`config.mk`:
```
export PLATFORM = sky130hd
export DESIGN_NAME = bu_intt
export DESIGN_NICKNAME = d
export VERILOG_FILES = /design/src/rtl/bu_intt.sv
export SDC_FILE = /design/constraint.sdc
export NUM_CORES = 1
export LEC_CHECK = 0
export CORE_ASPECT_RATIO = 1.75
export CORE_MARGIN = 5
export CORE_UTILIZATION = 44
export CTS_CLUSTER_SIZE = 10
export DETAILED_ROUTE_END_ITERATION = 8
export PLACE_DENSITY_LB_ADDON = 0.15
export SETUP_SLACK_MARGIN = 0.05
export SLEW_MARGIN = 15
export SYNTH_ARGS = -nofsm -noshare
export SYNTH_HDL_FRONTEND = slang
export SYNTH_SLANG_ARGS = --single-unit
```
`constraint.sdc`:
```
create_clock -name clk -period 8.9 [get_ports clk]
set_input_delay 1.78 -clock clk [delete_from_list [all_inputs] [get_ports clk]]
set_output_delay 1.78 -clock clk [all_outputs]
set_load 0.005 [all_outputs]
```
`src/rtl/bu_intt.sv`:
```
// Pipelined Gentleman-Sande inverse-NTT butterfly for q = 3329 (ML-KEM).
// Optional macro BU_INTT_HALVE_EN scales both results by 2^-1 mod q.
module bu_intt (
  input  logic        clk,
  input  logic        rst,
  input  logic        in_valid,
  output logic        in_ready,
  input  logic [11:0] A_In,
  input  logic [11:0] B_In,
  input  logic [11:0] W_In,
  output logic        out_valid,
  input  logic        out_ready,
  output logic [11:0] A_Out,
  output logic [11:0] B_Out
);
  localparam logic [12:0] Q         = 13'd3329;
  localparam logic [36:0] BARRETT_M = 37'd5039;

`ifdef BU_INTT_HALVE_EN
  // x/2 mod q: odd values are made even by adding q before the shift.
  function automatic logic [11:0] halve(input logic [11:0] x);
    logic [12:0] t;
    t = x[0] ? ({1'b0, x} + Q) : {1'b0, x};
    return 12'(t >> 1);
  endfunction
`endif

  // Handshake: input transfers on in_valid && in_ready, output transfers on
  // out_valid && out_ready; the whole pipeline freezes only when a valid
  // result is sitting at the output and downstream refuses it.
  logic advance;
  assign advance  = !(out_valid && !out_ready);
  assign in_ready = advance;

  logic        s1_v, s2_v, s3_v;
  logic [11:0] s1_sum, s1_diff, s1_w;
  logic [11:0] s2_sum, s3_sum;
  logic [23:0] s2_prod;
  logic [12:0] s3_r;

  logic [12:0] sum_raw, diff_raw;
  logic [11:0] s1_sum_d, s1_diff_d;
  logic [12:0] bar_t, s3_r_d;
  logic [23:0] bar_tq;
  logic [11:0] b_red, b_fin;

  always_comb begin
    sum_raw   = {1'b0, A_In} + {1'b0, B_In};
    diff_raw  = {1'b0, A_In} - {1'b0, B_In};
    s1_diff_d = 12'((A_In < B_In) ? diff_raw + Q : diff_raw);
`ifdef BU_INTT_HALVE_EN
    s1_sum_d  = halve(12'((sum_raw >= Q) ? sum_raw - Q : sum_raw));
`else
    s1_sum_d  = 12'((sum_raw >= Q) ? sum_raw - Q : sum_raw);
`endif
  end

  // Barrett: t underestimates p/q by at most one, so r lands in 0..2q-1.
  always_comb begin
    bar_t  = 13'(({13'd0, s2_prod} * BARRETT_M) >> 24);
    bar_tq = {11'd0, bar_t} * 24'd3329;
    s3_r_d = 13'(s2_prod - bar_tq);
  end

  always_comb begin
    b_red = 12'((s3_r >= Q) ? s3_r - Q : s3_r);
`ifdef BU_INTT_HALVE_EN
    b_fin = halve(b_red);
`else
    b_fin = b_red;
`endif
  end

  always_ff @(posedge clk) begin
    if (rst) begin
      s1_v      <= 1'b0;
      s2_v      <= 1'b0;
      s3_v      <= 1'b0;
      out_valid <= 1'b0;
      A_Out     <= 12'd0;
      B_Out     <= 12'd0;
    end else if (advance) begin
      s1_v      <= in_valid;
      s2_v      <= s1_v;
      s3_v      <= s2_v;
      out_valid <= s3_v;
      A_Out     <= s3_sum;
      B_Out     <= b_fin;
    end
  end

  // Datapath registers need no reset; their valid bits gate them.
  always_ff @(posedge clk) begin
    if (advance) begin
      s1_sum  <= s1_sum_d;
      s1_diff <= s1_diff_d;
      s1_w    <= W_In;
      s2_sum  <= s1_sum;
      s2_prod <= {12'd0, s1_diff} * {12'd0, s1_w};
      s3_sum  <= s2_sum;
      s3_r    <= s3_r_d;
    end
  end
endmodule

```
# Yosys cells after proc, flatten, opt, wreduce, memory -nomap -nowiden
# Index checks and enable logic that the tools add are counted.
[op_classes] n_div=0 n_mux=3 n_mul=3 magnitude_cmp=3 addsub=6 n_eq_ne=0 reduce_logical=3 n_shift=0 n_bitwise=0
[ops] op="$mul A24 B13 Y37 const B" count=1
[ops] op="$mux W12" count=3
[ops] op="$ge A13 B12 Y1 const B" count=2
[ops] op="$mul A12 B12 Y24" count=1
[ops] op="$sub A12 B12 Y12 const B" count=2
[ops] op="$add A12 B12 Y13" count=1
[ops] op="$mul A13 B12 Y13 const B" count=1
[ops] op="$sub A13 B13 Y13" count=1
[ops] op="$add A12 B12 Y12 const B" count=1
[ops] op="$lt A12 B12 Y1" count=1
[ops] op="$sub A12 B12 Y12" count=1
[ops] op="$logic_not A1 Y1" count=2
[ops] op="$logic_and A1 B1 Y1" count=1
[word_totals] output_inout_bits=26 latchBits=0 inputBits=40 romBits=0 elab_cells=31 mem_count=0 ff_bits=125 mem_bits_rw=0

# Depth between registers and ports, before layout
[logic_depth] ltp_word=3 ltp_mapped=35

# Least setup slack after synthesis
# No wires, ideal clock.
[synth_path] path_type="flip-flop to flip-flop" from="register s2_prod[7]" to="register s3_r[12] (data pin)" setup_ns=0.260 required_ns=8.640 stages_incl_launch_ff=33 n_path_buf=0 arrival_ns=7.854 setup_slack_ns=0.786 period_less_slack_ns=8.114 path_cell_list="edfxtp_1 fa_1 fa_1 fa_1 fa_1 inv_1 fa_1 inv_1 ha_1 a21oi_1 a21boi_0 o211ai_1 a31oi_1 nor4_4 xnor2_1 xnor2_1 ha_1 nor2_1 fa_1 ha_1 fa_1 inv_1 ha_1 o21a_1 o21ai_0 a21boi_0 nor3_1 o21bai_1 a31oi_1 o21ai_0 xor2_1 xnor2_1 xnor2_1"
[synth_between] elab_chain_len=3
[synth_rtl] element="start, declared" line="38" source="logic [23:0] s2_prod;"
[synth_rtl] element="start signal, assigned" line="99" source="s2_prod <= {12'd0, s1_diff} * {12'd0, s1_w};"
[synth_rtl] element="$mul A24 B13 Y37" line="60" source="bar_t = 13'(({13'd0, s2_prod} * BARRETT_M) >> 24);"
[synth_rtl] element="$mul A13 B12 Y13" line="61" source="bar_tq = {11'd0, bar_t} * 24'd3329;"
[synth_rtl] element="$sub A13 B13 Y13 *" line="62" source="s3_r_d = 13'(s2_prod - bar_tq);"
[synth_rtl] element="named net s3_r_d[12]" line="43" source="logic [12:0] bar_t, s3_r_d;"
[synth_rtl] element="end signal, assigned" line="101" source="s3_r <= s3_r_d;"
[synth_rtl] element="end, declared" line="39" source="logic [12:0] s3_r;"
# Mark *: on every way through the listed nets, which the timed path passes. The rest lies on a longest branch.
# A chain may end at the register's enable or synchronous reset.

# Final worst setup path
[layout_path] from="register s2_prod[8]" to="register s3_r[12] (data pin)"
# Same word-level chain as after synthesis.

==> results.tsv <==
stage	metric	value	unit
outcome	outcome	completed	
clocking	clock_path_buffers	2	
synth	ys_seq_area_share	20.86	%
floorplan	start_util	44.38	%
timing	fin_crit_sh	94.56	%
drt	drtPass1Iterations	4	
floorplan	row_count	94	
finish	drive_gt1_share	6.859	%
synth	ys_ff_latch	125	
floorplan	coreArea	37520	µm²
synth	synthFlopType	edfxtp_1	
clocking	cts_tree	yes	
floorplan	die-area	41990	µm²
floorplan	die_h	267.3	µm
placed_design	placed_area	17810	µm²
timing	setup_tns	0	ns
drt	via_count	11150	
clocking	cts_num_sinks	125	
drt	drtAntennaViolNets	0	
critical_path	r2r_cells	32	
synth	syn-num-nets	2157	
placed_design	hpwl	31.95	mm
flow_run	maxCapViolCount	0	
clocking	cts_made_buffers	17	
drt	met2_length	22.37	mm
drt	dr.max_layer_used	met4	
critical_path	critPathLaunchType	flip-flop	
grt	grt_max_degree	75	
timing	fin_skew	0.01040	ns
drt	avgRoutedWirePerCell	16.80	µm
grt	grt_pass1_wl	61.27	mm
drt	route.detailed.drc	0	
grt	first_global_vias	12330	
critical_path	max_stage_delay	0.57	ns
critical_path	critPathRequiredTime	9.08	ns
critical_path	critical_path_class	reg -> reg	
drt	dr_wl_met3	617	µm
timing	hold_viol	0	
critical_path	crit_path_max_fanout	5	
timing	setup_violations	0	
timing	grt_setup_unrepaired	false	
critical_path	slowest_stage	fa_1	
synth	syn-cell-area	16650	µm²
grt	grt_overflow	0	
synth	yosysWarnings	0	
timing	tightestPinTransition	0.9755	ns
floorplan	die_w	157.1	µm
worst_hold_path	hold_path.class	reg -> reg	
synth	synth_cells	1637	
critical_path	crit_path_frequent_cell	fa_1	
grt	antenna_found_initial	0	
drt	wl_met1	12.53	mm
synth	synth_top_area_cell	fa_1	
critical_path	end_kind	flip-flop	
timing	relSlewSlack	33.29	%
timing	post-route-min-period	8.416	ns
placed_design	gp_congestion	0.9483	
finish	diodes	0	
synth	netlist.area_leader.share	28.13	%
floorplan	io_pins	66	
finish	nNetsFinal	2242	
placed_design	io_buffers	65	
drt	wirelength	37.21	mm
worst_hold_path	whs_path_depth	0	
critical_path	cp.arrival	8.59	ns
drt	drtIter0Drc	324	
synth	syn_area_per_cell	10.17	µm²
synth	synth_cell_type_count	77	
clocking	insertion_delay	0.43	ns
synth	synth_area_leaders	fa_1 (28%), ha_1 (18%), edfxtp_1 (17%)	
clocking	root_buffer	clkbuf_16	
synth	async_flop_share	0	%
timing	max_freq	118.8	MHz
finish	area_delta_synth_final	12.29	%
grt	grt_use_total	18.64	%
synth	synth_edf_count	97	
clocking	clk_pin_slew	0.06	ns
finish	fill_cells	3465	
drt	vias_per_cell	5.035	
finish	design_area	18700	µm²
timing	drv_slew	0	
clocking	htreeDepth	4	
## cell usage in the layout (no fill, tap or decap), types with 8 or more instances in the layout
master           netlist  final
nand3_1                9      9
clkbuf_16              0     17
edfxtp_1              97     97
nor2b_1               10     10
xnor2_1               65     64
ha_1                 246    246
nor3_1                20     19
o21a_1                12     12
o21ai_0               30     24
nor2_1                70     69
dfxtp_1               28     28
xor2_1                33     32
a21oi_1               48     47
a211oi_1              18     18
buf_4                  1     41
nand2_1              164    164
fa_1                 234    233
clkdlybuf4s50_1        0     65
a21o_1                14     14
and2_1                53     53
inv_1                335    334
nand2b_1               8      8
o21ai_1                4      9
## cell families (layout without fill, tap and decap cells)
group / count (synthesis) / in the layout / synth area share [%]
AND/OR/NAND/NOR: 368 / 368 / 10.45
AO/OA/AOI/OAI: 187 / 187 / 8.093
flip-flops: 125 / 125 / 20.86
adder cells (fa/ha/maj): 480 / 480 / 46.62
buffers and inverters: 375 / 473 / 8.506
multiplexers: 3 / 3 / 0.2179
XOR/XNOR: 99 / 99 / 5.253
## synthesized netlist by cell type, types with 4 or more instances
cell type,instances
inv_1,335
ha_1,246
fa_1,234
nand2_1,164
edfxtp_1,97
nor2_1,70
xnor2_1,65
and2_1,53
a21oi_1,48
xor2_1,33
clkbuf_1,32
o21ai_0,30
dfxtp_1,28
nor3_1,20
a211oi_1,18
a21o_1,14
o21a_1,12
nor2b_1,10
nand3_1,9
nand2b_1,8
or3_1,7
nand4_1,6
nor4_1,6
o21bai_1,6
a31oi_1,5
buf_2,4
o21ai_1,4
o31ai_1,4
## metrics by stage
stage          util [%]  std cells  hold slack (ns)  setup slack, ns
2_1_floorplan         -       1637           0.4003           0.7858
3_3_place_gp      47.48       2151           0.4011           0.2909
3_5_place_dp      47.48       2151           0.4045           0.1622
4_1_cts           49.01       2183           0.4184           0.1164
5_1_grt           49.84       2215           0.4228          0.03269
6_report          49.84       2215           0.4149           0.4844
## final cells by class
type	count	area [µm²]	area share, %
Sequential cell	125	3473	18.58
Tap cell	480	600.6	3.212
Clock inverter	15	148.9	0.7963
Multi-Input combinational cell	1137	11830	63.28
Inverter	335	1260	6.739
Timing Repair Buffer	106	958.4	5.126
Clock buffer	17	425.4	2.275
## critical path: cells and delay by family, from the launching register on
| kind | cells | cell delay [ns] |
|---|---|---|
| DFF | 1 | 0.51 |
| and+or+nand+nor | 2 | 0.34 |
| adders and majority gates | 11 | 4.75 |
| AOI/OAI and AO/OA | 11 | 1.64 |
| xor gates and xnor gates | 4 | 0.61 |
| buffers and inverters | 4 | 0.30 |
## sequential cells by signal, indices dropped and copies added, names as in the netlist
| register | cells |
|---|---|
| B_Out | 12 |
| s1_diff | 12 |
| s2_sum | 12 |
| s1_sum | 12 |
| s2_prod | 24 |
| s2_v | 1 |
| s3_r | 13 |
| s1_v | 1 |
| s3_v | 1 |
| s1_w | 12 |
| A_Out | 12 |
| out_valid | 1 |
| s3_sum | 12 |
## per-layer routing
| metal | GRT usage [%] | vias up |
|---|---|---|
| met4 | 8.518 | 0 |
| li1 | - | 5417 |
| met2 | 38.53 | 148 |
| met1 | 17.84 | 5507 |
| met5 | 0 | - |
| met3 | 1.778 | 81 |
## worst paths after layout
check	startpoint	endpoint	slack, ns
min reg2reg	s2_sum[2]	s3_sum[2]	0.41
min	s2_sum[2]	s3_sum[2]	0.41
max	s2_prod[8]	s3_r[12]	0.48
max reg2reg	s2_prod[8]	s3_r[12]	0.48
## what timing repair did
item | CTS | global route
buffers inserted | 0 | 32
resized for setup | 0 | 22
endpoints found under the setup margin | 0 | 5
hold buffers | 0 | 0
Power is left out: the tool's default activity adds up to more than one toggle a clock period on the data nets, which glitch-free logic cannot reach.
